## src/rtl/wb_trace_writer.sv

```systemverilog
// Dual-issue writeback trace recorder: serializes accepted register writes
// (slot 0 before slot 1) into an ordered record FIFO with a valid/ready output.
module wb_trace_writer #(
    parameter int          DEPTH     = 8,
    parameter logic [31:0] END_PC    = 32'hbfc00100,
    parameter int          DROP_ZERO = 1
) (
    input  logic        clk,
    input  logic        resetn,
    input  logic        open_trace,
    input  logic        wb0_en,
    input  logic [4:0]  wb0_rd,
    input  logic [31:0] wb0_wdata,
    input  logic [31:0] wb0_pc,
    input  logic        wb1_en,
    input  logic [4:0]  wb1_rd,
    input  logic [31:0] wb1_wdata,
    input  logic [31:0] wb1_pc,
    output logic        out_valid,
    input  logic        out_ready,
    output logic        out_flag,
    output logic [31:0] out_pc,
    output logic [4:0]  out_rd,
    output logic [31:0] out_wdata,
    output logic        stall_req,
    output logic        overflow,
    output logic        done,
    output logic [31:0] rec_count
);

    localparam int AW = $clog2(DEPTH);
    localparam int CW = AW + 1;
    localparam logic [CW-1:0] DEPTH_C = CW'(DEPTH);

    logic [31:0]   pc_mem_q    [DEPTH];
    logic [31:0]   pc_mem_d    [DEPTH];
    logic [4:0]    rd_mem_q    [DEPTH];
    logic [4:0]    rd_mem_d    [DEPTH];
    logic [31:0]   wdata_mem_q [DEPTH];
    logic [31:0]   wdata_mem_d [DEPTH];
    logic          flag_mem_q  [DEPTH];
    logic          flag_mem_d  [DEPTH];

    logic [AW-1:0] wr_ptr_q, wr_ptr_d;
    logic [AW-1:0] rd_ptr_q, rd_ptr_d;
    logic [CW-1:0] count_q, count_d;
    logic          overflow_q, overflow_d;
    logic          done_q, done_d;
    logic [31:0]   rec_count_q, rec_count_d;

    logic          cand0, cand1;
    logic          push_a, push_b;
    logic          pop;
    logic [1:0]    n_cand, n_push;
    logic [CW-1:0] free_space;
    logic [31:0]   a_pc, a_wdata;
    logic [4:0]    a_rd;

    // Entry "a" is the first record written this cycle (slot 0 if it is a
    // candidate, otherwise slot 1); entry "b" is only ever slot 1 behind slot 0.
    // Credit comes from the start-of-cycle count, so a same-cycle pop never helps.
    always_comb begin
        cand0      = wb0_en && !done_q && ((DROP_ZERO == 0) || (wb0_rd != 5'd0));
        cand1      = wb1_en && !done_q && ((DROP_ZERO == 0) || (wb1_rd != 5'd0));
        free_space = DEPTH_C - count_q;
        push_a     = (cand0 || cand1) && (free_space != '0);
        push_b     = cand0 && cand1 && (free_space >= CW'(2));
        pop        = (count_q != '0) && out_ready;
        n_cand     = {1'b0, cand0} + {1'b0, cand1};
        n_push     = {1'b0, push_a} + {1'b0, push_b};
        a_pc       = cand0 ? wb0_pc    : wb1_pc;
        a_rd       = cand0 ? wb0_rd    : wb1_rd;
        a_wdata    = cand0 ? wb0_wdata : wb1_wdata;
    end

    always_comb begin
        pc_mem_d    = pc_mem_q;
        rd_mem_d    = rd_mem_q;
        wdata_mem_d = wdata_mem_q;
        flag_mem_d  = flag_mem_q;
        if (push_a) begin
            pc_mem_d[wr_ptr_q]    = a_pc;
            rd_mem_d[wr_ptr_q]    = a_rd;
            wdata_mem_d[wr_ptr_q] = a_wdata;
            flag_mem_d[wr_ptr_q]  = open_trace;
        end
        if (push_b) begin
            pc_mem_d[wr_ptr_q + AW'(1)]    = wb1_pc;
            rd_mem_d[wr_ptr_q + AW'(1)]    = wb1_rd;
            wdata_mem_d[wr_ptr_q + AW'(1)] = wb1_wdata;
            flag_mem_d[wr_ptr_q + AW'(1)]  = open_trace;
        end
    end

    always_comb begin
        wr_ptr_d    = wr_ptr_q + AW'(n_push);
        rd_ptr_d    = rd_ptr_q + AW'(pop);
        count_d     = count_q + CW'(n_push) - CW'(pop);
        overflow_d  = overflow_q || (n_cand != n_push);
        done_d      = done_q || (push_a && (a_pc == END_PC))
                             || (push_b && (wb1_pc == END_PC));
        rec_count_d = rec_count_q + 32'(n_push);
    end

    always_ff @(posedge clk or negedge resetn) begin
        if (!resetn) begin
            for (int i = 0; i < DEPTH; i++) begin
                pc_mem_q[i]    <= '0;
                rd_mem_q[i]    <= '0;
                wdata_mem_q[i] <= '0;
                flag_mem_q[i]  <= 1'b0;
            end
            wr_ptr_q    <= '0;
            rd_ptr_q    <= '0;
            count_q     <= '0;
            overflow_q  <= 1'b0;
            done_q      <= 1'b0;
            rec_count_q <= '0;
        end else begin
            pc_mem_q    <= pc_mem_d;
            rd_mem_q    <= rd_mem_d;
            wdata_mem_q <= wdata_mem_d;
            flag_mem_q  <= flag_mem_d;
            wr_ptr_q    <= wr_ptr_d;
            rd_ptr_q    <= rd_ptr_d;
            count_q     <= count_d;
            overflow_q  <= overflow_d;
            done_q      <= done_d;
            rec_count_q <= rec_count_d;
        end
    end

    assign out_valid = (count_q != '0);
    assign out_flag  = flag_mem_q[rd_ptr_q];
    assign out_pc    = pc_mem_q[rd_ptr_q];
    assign out_rd    = rd_mem_q[rd_ptr_q];
    assign out_wdata = wdata_mem_q[rd_ptr_q];
    assign stall_req = (free_space < CW'(2));
    assign overflow  = overflow_q;
    assign done      = done_q;
    assign rec_count = rec_count_q;

endmodule
```

## config.mk

```make
export PLATFORM = sky130hd
export DESIGN_NAME = wb_trace_writer
export DESIGN_NICKNAME = d
export VERILOG_FILES = /design/src/rtl/wb_trace_writer.sv
export SDC_FILE = /design/constraint.sdc
export NUM_CORES = 2
export LEC_CHECK = 0
export CAP_MARGIN = 20
export CORE_MARGIN = 4
export CORE_UTILIZATION = 35
export CTS_BUF_LIST = sky130_fd_sc_hd__clkbuf_4 sky130_fd_sc_hd__clkbuf_8
export DETAILED_ROUTE_END_ITERATION = 12
export PLACE_DENSITY = 0.5
export SLEW_MARGIN = 20
export SYNTH_ARGS = -nofsm -noshare
export SYNTH_HDL_FRONTEND = slang
export SYNTH_SLANG_ARGS = --single-unit
export TNS_END_PERCENT = 10
```

## constraint.sdc

```tcl
create_clock -name clk -period 4.5 [get_ports clk]
set_input_delay 0.9 -clock clk [delete_from_list [all_inputs] [get_ports clk]]
set_output_delay 0.9 -clock clk [all_outputs]
set_load 0.02 [all_outputs]
```

==> reports/qor.txt <==
outcome = completed
DP HPWL = 79.4 mm
Nets = 2970
Setup Fix Bufs, Post-CTS = 0
Comb pwr share = 0.534
startpoint types = flip-flop
Sw Ratio = 0.381
kind of cell adding the most delay to the critical path = buffers and inverters
Setup crit end kind = output port
worst setup path class = flip-flop to output port
CTS root buf = clkbuf_8
CP Buf/Inv Count = 2
first-pass GRT wire length = 184 mm
Setup WS pre-CTS = -0.225 ns
period utilization = 0.944
most instantiated library cell after synthesis = dfrtp_1
syn nets = 2755
Hold Crit Class = input pin to asynchronous set/reset pin
Crit path required time = 3.60 ns
PostCTS Resize Cnt = 0
uppermost routed layer = met5
via count = 24400
Seq cells post-synth = 604
Clock power frac = 0.171
CTS H-tree depth = 3
largest net degree at the start of global routing = 96
switching pwr = 12.7 mW
core area = 95000 µm²
clock latency on the worst-skew pair = 0.73 ns
Clock Sinks = 604
Pint = 20.6 mW
Synth area leader = dfrtp_1
length of routed met2 wiring = 57.5 mm
clock-pin slew on the worst setup and hold paths = 0.06 ns
DR WL/cell = 29.8 µm
multi-input logic area = 16900 µm²
RSZ-0062 raised after global routing = no
initial core utilization = 0.353
Die W = 318 µm
final WL = 124 mm
Post-synth EDFFs = 0
Max-Cap Viols = 0
Critical-path top delay cell = dfrtp_4
PD cells = 806 nW/µm²
post-route setup TNS = 0 ns
Synth Warn # = 0
ys flop type = dfrtp_1
Synth area leaders = dfrtp_1 (45%), mux2i_1 (16%), a2bb2oi_1 (13%)
Final ANT Viol Nets = 0
num rows = 113
Layout area overhead = 23.3%
Min Clock Period, post-route = 4.25 ns
VDD IR max = 0.460 mV
register area = 15100 µm²
top cell type's share of synthesized area = 0.450
Synth Cell Area = 33600 µm²
I/O pin total = 250
Crit Path Max Fanout = 27
average cell area after synthesis = 12.9 µm²
crit path DAT = 3.35 ns
number of global-route vias before repair = 26500
most instantiated cells after synthesis = dfrtp_1 (604), mux2i_1 (544), a2bb2oi_1 (504)
average via count per standard cell = 5.86
skew final = 0.0347 ns
Worst Reg-to-Reg Cells = 14
Starting DRT DRC Count = 1814
die height = 318 µm
fraction of layout cells with a size suffix above 1 = 0.274
Hold Buf Count CTS = 0
clock tree buffer depth = 3
Num CTS Buffers = 113
Flop pwr share = 0.295
M1 WL = 55.1 mm
critical-path cell list = buf_4, mux4_2, mux2_2, clkdlybuf4s50_1
Worst-Margin Slew = 0.925 ns
fin worst setup slack = 0.250 ns
sequential area share after synthesis = 0.450
Tot GR Track Use = 0.241
drt first pass iters = 5
Relative slew margins = 0.383
Leak Pwr = 19.1 nW
Fillers = 8689
Critical Path Stages = 4
total grt overflow = 0
fin. max-slew vios = 0
fmax = 235 MHz
critical path's largest stage delay = 0.83 ns
Setup Viol. Count Final = 0
Final Hold Vio Count = 0
gpl congestion = 0.798
TritonCTS clock tree = done
routed wl met3 = 8.26 mm
drt drc = 0
antenna violations before repair = 8
port buffer count = 249
final instance area = 41400 µm²
placed inst area = 39000 µm²
synth unique cells = 53
die area = 101000 µm²
Post-Synthesis Cells = 2592
asr flop ratio synth = 1.00
-- placed cells by master, fill, tap and decap left out, types with 4 or more instances in the layout --
| cell | count |
|---|---|
| mux2i_1 | 544 |
| diode_2 | 4 |
| clkdlybuf4s50_1 | 248 |
| buf_12 | 96 |
| xor2_1 | 20 |
| nand3_1 | 8 |
| nor3_1 | 10 |
| inv_1 | 17 |
| clkinv_2 | 5 |
| dfrtp_1 | 601 |
| or2_2 | 70 |
| buf_4 | 119 |
| ha_1 | 17 |
| clkbuf_8 | 141 |
| mux2_2 | 94 |
| nand4_1 | 11 |
| a2bb2oi_2 | 40 |
| xnor2_1 | 20 |
| clkbuf_4 | 48 |
| nor2b_1 | 9 |
| mux4_2 | 140 |
| nor4_1 | 7 |
| nor2_1 | 11 |
| a21oi_1 | 4 |
| a2bb2oi_1 | 504 |
| nand2_1 | 22 |
| nor4b_1 | 6 |
| nand4_4 | 4 |
| and3_1 | 16 |
| nand3_4 | 7 |
| o21a_4 | 6 |
-- registers in the layout, summed over array words and instances (netlist names) --
name	flops
flag_mem_q	8
rd_ptr_q	3
count_q	4
rec_count	32
wr_ptr_q	3
overflow	1
wdata_mem_q	256
done	1
rd_mem_q	40
pc_mem_q	256
-- kinds of logic after synthesis --
group / share of synthesized area
muxes: 0.288
DFF: 0.450
AOI/OAI and AO/OA: 0.155
buffers and inverters: 0.0515
and+or+nand+nor: 0.0373
xor gates and xnor gates: 0.0104
adders and majority gates: 0.00753
-- path summary, 6_finish.rpt --
check                                              to  slack [ns]                   from
setup / recovery                            out_rd[4]        0.25  rd_ptr_q[1]$_DFF_PN0_
hold / removal                 rd_mem_q[34]$_DFF_PN0_        0.28                 resetn
max in group asynchronous  wdata_mem_q[203]$_DFF_PN0_        3.10                 resetn
setup reg to reg              rec_count[28]$_DFF_PN0_        0.66   count_q[1]$_DFF_PN0_
min in group clk                   overflow$_DFF_PN0_        0.49     overflow$_DFF_PN0_
hold reg to reg                    overflow$_DFF_PN0_        0.49     overflow$_DFF_PN0_
-- layout make-up --
class                      count  area share
multi-input combinational   1606       0.408
sequential                   604       0.366
timing repair buffer         464       0.128
clock buffer                 189      0.0556
tap                         1265      0.0383
clock inverter                11     0.00257
inverter                      18     0.00163
antenna                        4    0.000242
-- metal layers --
metal / up-vias / track usage
li1: 10300 / -
met1: 12900 / 0.333
met2: 973 / 0.383
met3: 201 / 0.0532
met4: 4 / 0.0675
met5: - / 0
-- power by group through the flow --
| stage | logic, mW | registers [mW] | clock network, mW |
|---|---|---|---|
| after global placement | 17.5 | 9.71 | 0 |
| after CTS | 17.9 | 9.80 | 5.82 |
| after floorplan | 11.5 | 9.19 | 0 |
| after global routing | 18.9 | 10.1 | 6.09 |
| final | 17.8 | 9.85 | 5.70 |
| after detailed placement | 17.8 | 9.87 | 0 |
-- per-stage QoR --
stage	power, mW	instances	utilization	hold WS, ns
global placement	27.2	3957	0.410	0.477
floorplan	20.7	2592	-	0.475
CTS	33.5	4157	0.435	0.231
detailed placement	27.7	3957	0.410	0.470
global route	35.1	4160	0.435	0.285
finish	33.3	4161	0.436	0.276
(Power assumes the default switching activity.)
